### src/rtl/aes_round_engine.sv
// Iterative AES-128 encryption round engine: one round per SEL+APPLY clock pair.
// The round key comes from an external key_block; SubBytes comes from an external S-box layer.

module aes_mix_col (
    input  logic [31:0] i_col,
    output logic [31:0] o_col
);
    function automatic logic [7:0] xt(input logic [7:0] b);
        return {b[6:0], 1'b0} ^ (b[7] ? 8'h1b : 8'h00);
    endfunction

    logic [7:0] w_a0, w_a1, w_a2, w_a3;

    assign {w_a0, w_a1, w_a2, w_a3} = i_col;

    // {02 03 01 01} circulant; 03*b = xt(b)^b
    assign o_col = {xt(w_a0) ^ xt(w_a1) ^ w_a1 ^ w_a2 ^ w_a3,
                    w_a0 ^ xt(w_a1) ^ xt(w_a2) ^ w_a2 ^ w_a3,
                    w_a0 ^ w_a1 ^ xt(w_a2) ^ xt(w_a3) ^ w_a3,
                    xt(w_a0) ^ w_a0 ^ w_a1 ^ w_a2 ^ xt(w_a3)};
endmodule

module aes_round_engine #(
    parameter int NUM_ROUNDS = 10,
    parameter int SEL_W      = 4
) (
    input  logic             clk,
    input  logic             rst,
    input  logic             in_valid,
    output logic             in_ready,
    input  logic [127:0]     in_data,
    output logic [SEL_W-1:0] key_select,
    input  logic [127:0]     round_key,
    output logic [127:0]     sb_in,
    input  logic [127:0]     sb_out,
    output logic             out_valid,
    input  logic             out_ready,
    output logic [127:0]     out_data
);
    localparam logic [1:0] S_IDLE  = 2'd0;
    localparam logic [1:0] S_SEL   = 2'd1;
    localparam logic [1:0] S_APPLY = 2'd2;
    localparam logic [1:0] S_DONE  = 2'd3;
    localparam logic [3:0] LAST    = 4'(NUM_ROUNDS);

    logic [1:0]       r_fsm;
    logic [3:0]       r_rnd;
    logic [SEL_W-1:0] r_key_sel;
    logic [127:0]     r_state;
    logic [127:0]     w_sr;
    logic [127:0]     w_mc;
    logic [127:0]     w_next;

    // Byte (r,c) lives at [127-8*(r+4c)]; row r takes its byte from column (c+r)%4.
    always_comb begin
        w_sr = '0;
        for (int c = 0; c < 4; c++) begin
            for (int r = 0; r < 4; r++) begin
                w_sr[127-8*(r+4*c) -: 8] = sb_out[127-8*(r+4*((c+r)%4)) -: 8];
            end
        end
    end

    genvar g;
    generate
        for (g = 0; g < 4; g++) begin : g_col
            aes_mix_col u_mix (
                .i_col (w_sr[127-32*g -: 32]),
                .o_col (w_mc[127-32*g -: 32])
            );
        end
    endgenerate

    always_comb begin
        if (r_rnd == 4'd0)
            w_next = r_state ^ round_key;
        else if (r_rnd == LAST)
            w_next = w_sr ^ round_key;
        else
            w_next = w_mc ^ round_key;
    end

    // key_select moves to the next round at the end of APPLY so it is already
    // on the bus for the whole SEL cycle; key_block answers during APPLY.
    always_ff @(posedge clk) begin
        if (rst) begin
            r_fsm     <= S_IDLE;
            r_state   <= '0;
            r_rnd     <= '0;
            r_key_sel <= '0;
        end else begin
            case (r_fsm)
                S_IDLE: begin
                    if (in_valid && in_ready) begin
                        r_state   <= in_data;
                        r_rnd     <= '0;
                        r_key_sel <= '0;
                        r_fsm     <= S_SEL;
                    end
                end
                S_SEL: begin
                    r_key_sel <= SEL_W'(r_rnd);
                    r_fsm     <= S_APPLY;
                end
                S_APPLY: begin
                    r_state <= w_next;
                    if (r_rnd == LAST) begin
                        r_fsm <= S_DONE;
                    end else begin
                        r_rnd     <= r_rnd + 4'd1;
                        r_key_sel <= SEL_W'(r_rnd + 4'd1);
                        r_fsm     <= S_SEL;
                    end
                end
                S_DONE: begin
                    if (out_ready)
                        r_fsm <= S_IDLE;
                end
                default: r_fsm <= S_IDLE;
            endcase
        end
    end

    assign in_ready   = (r_fsm == S_IDLE) && !rst;
    assign out_valid  = (r_fsm == S_DONE);
    assign out_data   = r_state;
    assign sb_in      = r_state;
    assign key_select = r_key_sel;
endmodule

### config.mk
export PLATFORM = sky130hd
export DESIGN_NAME = aes_round_engine
export DESIGN_NICKNAME = d
export VERILOG_FILES = /design/src/rtl/aes_round_engine.sv
export SDC_FILE = /design/constraint.sdc
export NUM_CORES = 1
export LEC_CHECK = 0
export BUFFER_PORTS_ARGS = -buffer_cell sky130_fd_sc_hd__buf_2
export CAP_MARGIN = 40
export CELL_PAD_IN_SITES_DETAIL_PLACEMENT = 0
export CELL_PAD_IN_SITES_GLOBAL_PLACEMENT = 1
export CORE_AREA = 3 3 254 256
export CTS_CLUSTER_SIZE = 20
export DETAILED_ROUTE_END_ITERATION = 10
export DIE_AREA = 0 0 257 259
export PLACE_DENSITY = 0.6
export RECOVER_POWER = 100
export REMOVE_ABC_BUFFERS = 1
export SLEW_MARGIN = 30
export SYNTH_ARGS = -nofsm -noshare
export SYNTH_HDL_FRONTEND = slang
export SYNTH_SLANG_ARGS = --single-unit
### constraint.sdc
create_clock -name clk -period 3.6 [get_ports clk]
set_input_delay 0.36 -clock clk [delete_from_list [all_inputs] [get_ports clk]]
set_output_delay 0.36 -clock clk [all_outputs]
set_load 0.005 [all_outputs]
## Yosys cells after proc, flatten, opt, wreduce, memory -nomap -nowiden

Index checks and enable logic that the tools add are counted.
W data, S select, Z words.

| storage, ports and cells | value |
|---|---|
| register bits | 138 |
| bits in latches | 0 |
| memory bits (writable) | 0 |
| ROM bits | 0 |
| input bits | 388 |
| output and inout bits | 262 |
| word-level logic and storage cells | 134 |
| memories kept | 0 |

| operators by class | value |
|---|---|
| add/subtract/negate cells | 1 |
| multipliers | 0 |
| divide/modulo/power cells | 0 |
| order comparisons | 0 |
| equality and inequality tests | 7 |
| shift operators | 0 |
| muxes and demuxes | 28 |
| bitwise logic cells | 83 |
| reduce and logical (&&, ||, !) cells | 11 |

Operators by type and width:

| kind | count |
|---|---|
| $xor A8 B8 Y8 | 77 |
| $mux W128 | 3 |
| $xor A128 B128 Y128 | 3 |
| $pmux W128 S2 | 1 |
| $mux W5 | 16 |
| $xor A8 B5 Y8 | 3 |
| $pmux W4 S3 | 1 |
| $mux W4 | 2 |
| $pmux W2 S4 | 1 |
| $pmux W4 S2 | 1 |
| $mux W2 | 3 |
| $reduce_and A3 Y1 | 2 |
| $add A4 B1 Y4 const B | 1 |
| $eq A2 B2 Y1 const B | 2 |
| $eq A4 B4 Y1 const B | 1 |
| $logic_not A4 Y1 | 1 |
| $ne A2 B2 Y1 const B | 2 |
| $reduce_and A2 Y1 | 2 |
| $reduce_bool A3 Y1 | 1 |
| $eq A2 B1 Y1 const B | 1 |
| $logic_and A1 B1 Y1 | 2 |
| $logic_not A2 Y1 | 1 |
| $ne A2 B1 Y1 const B | 1 |
| $reduce_bool A2 Y1 | 1 |
| $logic_not A1 Y1 | 1 |

## Depth between registers and ports, before layout

Gate-level depths: netlist (run 1).

| depth | value |
|---|---|
| word-level depth | 10 |
| gate-level depth with buffers | 11 |
| gate-level depth less buffers | 8 |

## By module

From an unflattened synthesis (run 1), not the netlist that was laid out.

| unflattened totals | value |
|---|---|
| cell total of the unflattened synthesis | 1,874 |
| area total of the unflattened synthesis | 18,026.0 sq um |

Modules (own cells, without submodules):

| module | times used | cells each | area each (sq um) | seq. area each (sq um) |
|---|---|---|---|---|
| aes_round_engine | 1 | 1,534 | 12,726.0 | 2,762.6 |
| aes_mix_col | 4 | 85 | 1,325.0 | 0.0 |

## Worst setup path after synthesis (run 1)

OpenSTA, ideal clock, no wires.

| timing | value |
|---|---|
| path type | reg2reg |
| start point | register r_fsm[0] |
| end point | register r_state[0], in the netlist out_data[0] |
| setup time | 0.134 ns |
| data arrival time | 2.003 ns |
| data required time | 3.466 ns |
| setup slack | 1.463 ns |
| cell stages (with the launch flop) | 11 |
| path buffers | 4 |
| clock period less this slack | 2.137 ns |
| cell sequence | dfxtp_1 -> inv_1 -> ha_1 -> buf_2 -> inv_1 -> clkbuf_1 -> nor2_1 -> nand2_1 -> buf_1 -> buf_1 -> o22ai_1 |

| between the ends | value |
|---|---|
| longest elaborated chain between the ends | 5 |
| elaborated cells between the ends (all ways) | 8 |
| those cells by class | eq/ne: 2; mux: 1; reduce/logical: 5 |

RTL lines:

| element | line | RTL |
|---|---|---|
| start: declaration | 46 | `logic [1:0] r_fsm;` |
| start signal: assignment | 87 | `r_fsm <= S_IDLE;` |
| start signal: assignment | 98 | `r_fsm <= S_SEL;` |
| start signal: assignment | 103 | `r_fsm <= S_APPLY;` |
| $logic_not A2 Y1 | 92, 124 |  |
| $logic_and A1 B1 Y1 | 124 | `assign in_ready = (r_fsm == S_IDLE) && !rst;` |
| $logic_and A1 B1 Y1 | 94 | `if (in_valid && in_ready) begin` |
| $ne A2 B2 Y1 (no line) | -- |  |
| $reduce_and A2 Y1 (no line) | -- |  |
| end signal: assignment | 95 | `r_state <= in_data;` |
| end signal: assignment | 106 | `r_state <= w_next;` |
| end: declaration | 49 | `logic [127:0] r_state;` |

Parallel ways exist; a longest one is shown, timed or not.
A chain may end at the register's enable or synchronous reset.

## Worst setup path after layout (run 1)

| timing | value |
|---|---|
| start point | register r_fsm[0] |
| end point | register r_state[109], in the netlist out_data[109] |

Same word-level chain as after synthesis.

==> out/qor.txt, run 1 <==
Synth Area in Compound Gates -> 23.7%
Reg-to-Reg Start -> r_fsm[0]
Final cell count without fillers -> 3,270
Main synth FF type -> dfxtp_1
Max-Cap Viols -> 0
Routed Antenna Nets -> 0
Worst setup path end -> out_data[109]
Crit path launch -> r_fsm[0]
Crit Path Category -> reg -> reg
Dpl cell area -> 18,700 um2
Die area -> 66,600 um2
# IOs -> 650
Clock power frac -> 21.1%
FMAX -> 0.327 GHz
WP buf/inv -> 3
Largest net degree at the start of global routing -> 118
Synth cell count leaders -> xnor2_1, xor2_1, dfxtp_1
Clk_skew -> 0.00929 ns
Fin nets -> 2,796
Startpoint Class -> flip-flop
Share of cells above drive strength 1 -> 26.1%
Worst-path maximum fanout -> 49
# DRC -> 0
Logic pwr share -> 54.8%
Area leader, netlist -> xnor2_1
TritonCTS clock tree -> built
Delay-heaviest family, CP -> simple AND/OR/NAND/NOR gates
WP data required -> 4.01 ns
Initial Util -> 24.8%
GR peak layer -> met2
Area grow syn2layout -> 23.2%
Drt wl/cell -> 22.9 um
Chip height -> 259 um
Core area -> 62,700 um2
Via count -> 16,500
Die Wd -> 257 um
Synth unique cells -> 52
Fillers -> 6,859
Clk buf depth -> 2
Post-Synth XOR/XNOR Area -> 31.4%
Crit-path slowest cell -> nor2_1
Async S/R FF share, synth -> 0%
H-tree depth -> 4
Total GRT Usage -> 21.5%
Final setup fails -> 0
Crit end category -> flip-flop
Yosys top cell area share -> 18.6%
Top-count cell post-synth -> xnor2_1
# port buffers -> 649
Critical path, cell by cell -> inv_1, ha_1, inv_1, a21oi_1, nor2_1, nand2_4, buf_12, o22ai_1
Clk sinks -> 138
Global-route track usage on met1 -> 27.1%
Hold slack -> 0.166 ns
M3 GR Usage -> 3.81%
Switching Share -> 44.4%
Worst vdd ir -> 0.000316 V
CTS-repair resized insts -> 0
Post-CTS Hold Fix Bufs -> 0
Number of flops mapped to enable cells by yosys -> 0
Leakage -> 7.92 nW
Final Max Slew Viols -> 0
Status -> finished clean
First-pass DRT Iterations -> 5
Crit path DAT -> 3.47 ns
Clock transition at the registers of the reported paths -> 0.07 ns
Initial DRC count -> 1,096
Worst reg-to-reg path cell count -> 8
Overall power consumption -> 0.00991 W
Hold depth -> 3
Avg Inst Size Synth -> 7.77 um2
Mux cell area share after synthesis -> 3.92%
Crit path depth -> 8
Synth Warn # -> 0
Final WL -> 74,800 um
Main combinational cell family by area after synthesis -> XOR/XNOR gates
Clk Latency, worst-skew pair -> 0.48 ns
PwrDens -> 516 nW/um2
NetSw -> 0.00440 W
Fin. Hold Viols -> 0
Met2 GRT Util -> 38.1%
Mapped Area -> 15,600 um2
Synth Area in Adders -> 0.642%
Relative slew slack -> 10.1%
Post-route cell area -> 19,200 um2
R2R Path End -> out_data[109]
Gp weighted congestion -> 0.861
Syn Inst Count -> 2,006
Setup slack, reg-to-reg -> 0.54 ns
Global-route wire length before repair -> 109,000 um
Internal power -> 0.00551 W
Cell mode on critical path -> inv_1
Period Utilization, post-route -> 85.0%
Sum of negative setup slack -> 0 ns
Hold Crit Class -> in -> reg
Transition time of the tightest slew-check pin -> 1.35 ns
Number of synthesized register bits -> 138
Grt total ovfl -> 0
Core Rows -> 92
Simple-gate share of the synthesized area -> 11.8%
Max stage delay on crit path -> 0.70 ns
Vias per inst -> 5.03
Num CTS Buffers -> 17
Synth area leaders -> xnor2_1, dfxtp_1, xor2_1, buf_4, o22ai_1
DP Cell Count -> 3,227
Sequential-to-total area share from yosys stat -> 17.7%
Clock Root Buffer -> clkbuf_16
Initial antenna violation count -> 15
RSZ-0062 raised after global routing -> false
Sequential Power Share -> 24.1%
Post-DP HPWL -> 55,000 um
Final min period -> 3.06 ns
Vias in the first global route -> 16,400
Setup Buffers After CTS -> 0
Hold_sp -> round_key[15]
==> kinds of logic after synthesis <==
kind of cell / after synthesis
AOI/OAI and AO/OA: 550
DFF: 138
buffers and inverters: 315
adders and majority gates: 8
muxes: 61
xor gates and xnor gates: 547
and+or+nand+nor: 387
==> stage by stage <==
step	setup slack [ns]	util, %
2_1_floorplan	-8.72	-
3_5_place_dp	0.835	29.8
3_3_place_gp	0.917	29.8
6_report	0.539	30.6
5_1_grt	0.305	30.6
4_1_cts	0.853	30.8
==> metal layers <==
metal	up-vias	routed length (um)
met5	-	54
met4	10	880
met3	64	3830
met2	569	37600
met1	8071	32400
li1	7748	-
==> power groups by stage <==
stage	combinational, W	sequential, W	clock, W
final	0.00543	0.00238	0.00209
after global routing	0.00596	0.00243	0.00219
after CTS	0.00557	0.00238	0.00215
after detailed placement	0.00554	0.00241	0
after global placement	0.00550	0.00239	0
after floorplan	0.00335	0.00235	0
==> placed cells by master (no fill, tap or decap), types with 17 or more instances in the layout <==
cell type and n:
a2bb2oi_1 48, mux2i_1 61, a21oi_1 119, xor2_1 208, o22a_1 43, clkbuf_1 101, buf_2 544, and3_1 81
o21ai_0 73, clkbuf_16 17, a22oi_1 50, dfxtp_1 136, a311oi_1 31, nor3_1 61, xnor2_1 331, buf_4 20
nor2_1 91, nand2_1 113, o22ai_1 122
==> worst reg2reg max path: cells and delay by family, from the launching register on <==
kind                       cells  cell delay (ns)
buffers and inverters          3             0.69
and+or+nand+nor                2             1.21
DFF                            1             0.41
AOI/OAI and AO/OA              2             0.40
adders and majority gates      1             0.28
==> final cells by class <==
type	instances	area, um2	share of cell area (%)
clock buffers	20	457	2.38
inverters	9	36.3	0.189
clock inverters	12	186	0.971
diodes	11	27.5	0.143
multi-input cells	1553	11200	58.3
well taps	846	1060	5.51
flip-flops and latches	138	2770	14.4
repair buffers	681	3480	18.1
==> state kept, by name, indices dropped and copies added, names as in the netlist <==
register,flops
out_data,128
r_fsm,2
r_rnd,4
key_select,4
==> worst min-delay path by stage <==
stage,endpoint
after floorplan,out_data[17]
after global placement,key_select[2]
after detailed placement,key_select[1]
after CTS,out_data[110]
after global routing,out_data[47]
final,out_data[15]
Power figures use the tool's default switching activity.
==> run 2: changes to the inputs <==
Settings changed: CORE_AREA 3 3 254 256 to 3 3 249 251, CTS_CLUSTER_SIZE 20 to default, DIE_AREA 0 0 257 259 to 0 0 252 254, PLACE_DENSITY 0.6 to 0.62.
Clock period 3.6 ns to 2.9 ns, I/O delays scaled along.
==> out/qor.txt, run 2 (same netlist as run 1, synthesis figures left out) <==
Chip height -> 254 um (-1.9%)
Clock Root Buffer -> clkbuf_16
Initial DRC count -> 1,057 (-3.6%)
Period Utilization, post-route -> 87.0% (+1.9 points)
Fin. Hold Viols -> 0 (unchanged)
Max reg flops -> 128 (unchanged)
Routed Antenna Nets -> 0 (unchanged)
Transition time of the tightest slew-check pin -> 0.885 ns (-0.464 ns)
Crit path DAT -> 2.91 ns (-0.56 ns)
FMAX -> 0.396 GHz (+21%)
Crit end category -> flip-flop
Initial antenna violation count -> 11 (-4)
Die Wd -> 252 um (-1.9%)
Total GRT Usage -> 22.1% (+0.61 points)
Worst vdd ir -> 0.000447 V (+41%)
Register Area -> 2770 um2 (about the same)
Leakage -> 7.89 nW (-0.34%)
# IOs -> 650 (unchanged)
TritonCTS clock tree -> built
Most used cells in the layout excluding fill and tap cells -> buf_2, xnor2_1, xor2_1
# port buffers -> 649 (unchanged)
Largest net degree at the start of global routing -> 140 (+19%)
Multi-input gate area -> 11,200 um2 (+0.20%)
# DRC -> 0 (unchanged)
Initial Util -> 25.9% (+1.1 points)
Fillers -> 6,578 (-4.1%)
PwrDens -> 632 nW/um2 (+23%)
Crit Path Category -> reg -> reg
Clk buf depth -> 2 (unchanged)
Worst-path maximum fanout -> 15 (-69%)
Core Rows -> 90 (-2.2%)
Share of cells above drive strength 1 -> 25.9% (-0.22 points)
Clock transition at the registers of the reported paths -> 0.07 ns (about the same)
Fin nets -> 2,805 (+0.32%)
DP Cell Count -> 3,172 (-1.7%)
Final WL -> 73,800 um (-1.3%)
Via count -> 16,600 (+0.64%)
Relative slew slack -> 41.0% (+31 points)
Core Util, Final -> 31.8% (+1.2 points)
Status -> finished clean
Final min period -> 2.52 ns (-0.539 ns)
Num CTS Buffers -> 17 (unchanged)
Final worst setup slack -> 0.377 ns (-0.161 ns)
Hold Crit Class -> in -> reg
Post-CTS Hold Fix Bufs -> 0 (unchanged)
Pre-CTS WS -> 0.468 ns (-0.367 ns)
Post-DP HPWL -> 54,300 um (-1.2%)
CTS-repair resized insts -> 0 (unchanged)
Gp weighted congestion -> 0.900 (+4.6%)
Global-route wire length before repair -> 107,000 um (-1.7%)
Startpoint Class -> flip-flop
First-pass DRT Iterations -> 5 (unchanged)
Clk Latency, worst-skew pair -> 0.48 ns (about the same)
Die area -> 64,000 um2 (-3.8%)
Area grow syn2layout -> 22.7%
Setup Buffers After CTS -> 0 (unchanged)
Clk sinks -> 138 (unchanged)
Commonest non-fill, non-tap cell in the layout -> buf_2
Final Max Slew Viols -> 0 (unchanged)
Final cell count without fillers -> 3,207 (-1.9%)
RSZ-0062 raised after global routing -> false
H-tree depth -> 4 (unchanged)
Clk_skew -> 0.0160 ns (+0.00666 ns)
Vias in the first global route -> 16,100 (-2.3%)
Vias per inst -> 5.17 (+2.6%)
Core area -> 60,100 um2 (-4.1%)
Drt wl/cell -> 23.0 um (+0.61%)
Max-Cap Viols -> 0 (unchanged)
Grt total ovfl -> 0 (unchanged)
Final setup fails -> 0 (unchanged)
WP data required -> 3.28 ns (-0.73 ns)
## run 2: changes by cell type in the layout (fill, tap and decap cells not counted), sizes merged
cell,change
bufinv,-2
clkinvlp,+1
clkinv,+2
clkbuf,+15
buf,-5
diode,-8
inv,-2
## run 2: worst paths after layout
check / to / from / cells after the start / slack [ns]
worst max-delay path: out_data[65] / r_rnd[0] / 9 / 0.38
worst min-delay path: out_data[98] / round_key[98] / 3 / 0.1
worst max register to register: out_data[65] / r_rnd[0] / 9 / 0.38
worst min register to register: key_select[2] / key_select[2] / 2 / 0.46
## run 2: worst max-delay path, stage by stage, from the launching register on
cell and delay, ns:
dfxtp_1 0.37, inv_1 0.15, ha_1 0.27, and2_4 0.34, clkbuf_1 0.40, a2bb2oi_1 0.13, nor2_1 0.18, mux2i_1 0.22
mux2i_1 0.10, a311oi_1 0.27
## run 2: final cells by class
class	instances	share of cell area, %
flip-flops and latches	138	14.5
repair buffers	690	18.5
multi-input cells	1553	58.6
clock buffers	21	2.46
clock inverters	11	0.622
well taps	782	5.12
inverters	9	0.190
diodes	3	0.0393
## run 2: through the flow
| stage | hold WS, ns | power (W) | area (um2) | setup TNS [ns] |
|---|---|---|---|---|
| global placement | 0.448 | 0.00982 | 18700 | 0 |
| global route | 0.0796 | 0.0130 | 19100 | 0 |
| finish | 0.0992 | 0.0121 | 19100 | 0 |
| CTS | 0.0575 | 0.0123 | 19300 | 0 |
| floorplan | 0.355 | 0.00707 | 13900 | -1205.34 |
| detailed placement | 0.456 | 0.00989 | 18700 | 0 |
## run 2: where the power goes
part | switching [W] | total [W] | internal, W
Clock | 0.00104 | 0.00237 | 0.00133
Combinational | 0.00373 | 0.00674 | 0.00301
Sequential | 0.000631 | 0.00298 | 0.00235
## run 2: per-layer routing
metal / part of all wire, % / up-vias / global-route usage, % / wire, um
li1: - / 7741 / - / -
met5: 0.13 / - / 0 / 94
met1: 44 / 8122 / 29.0 / 32500
met3: 5.6 / 57 / 3.67 / 4150
met2: 49 / 632 / 38.1 / 36300
met4: 1.0 / 16 / 4.53 / 771
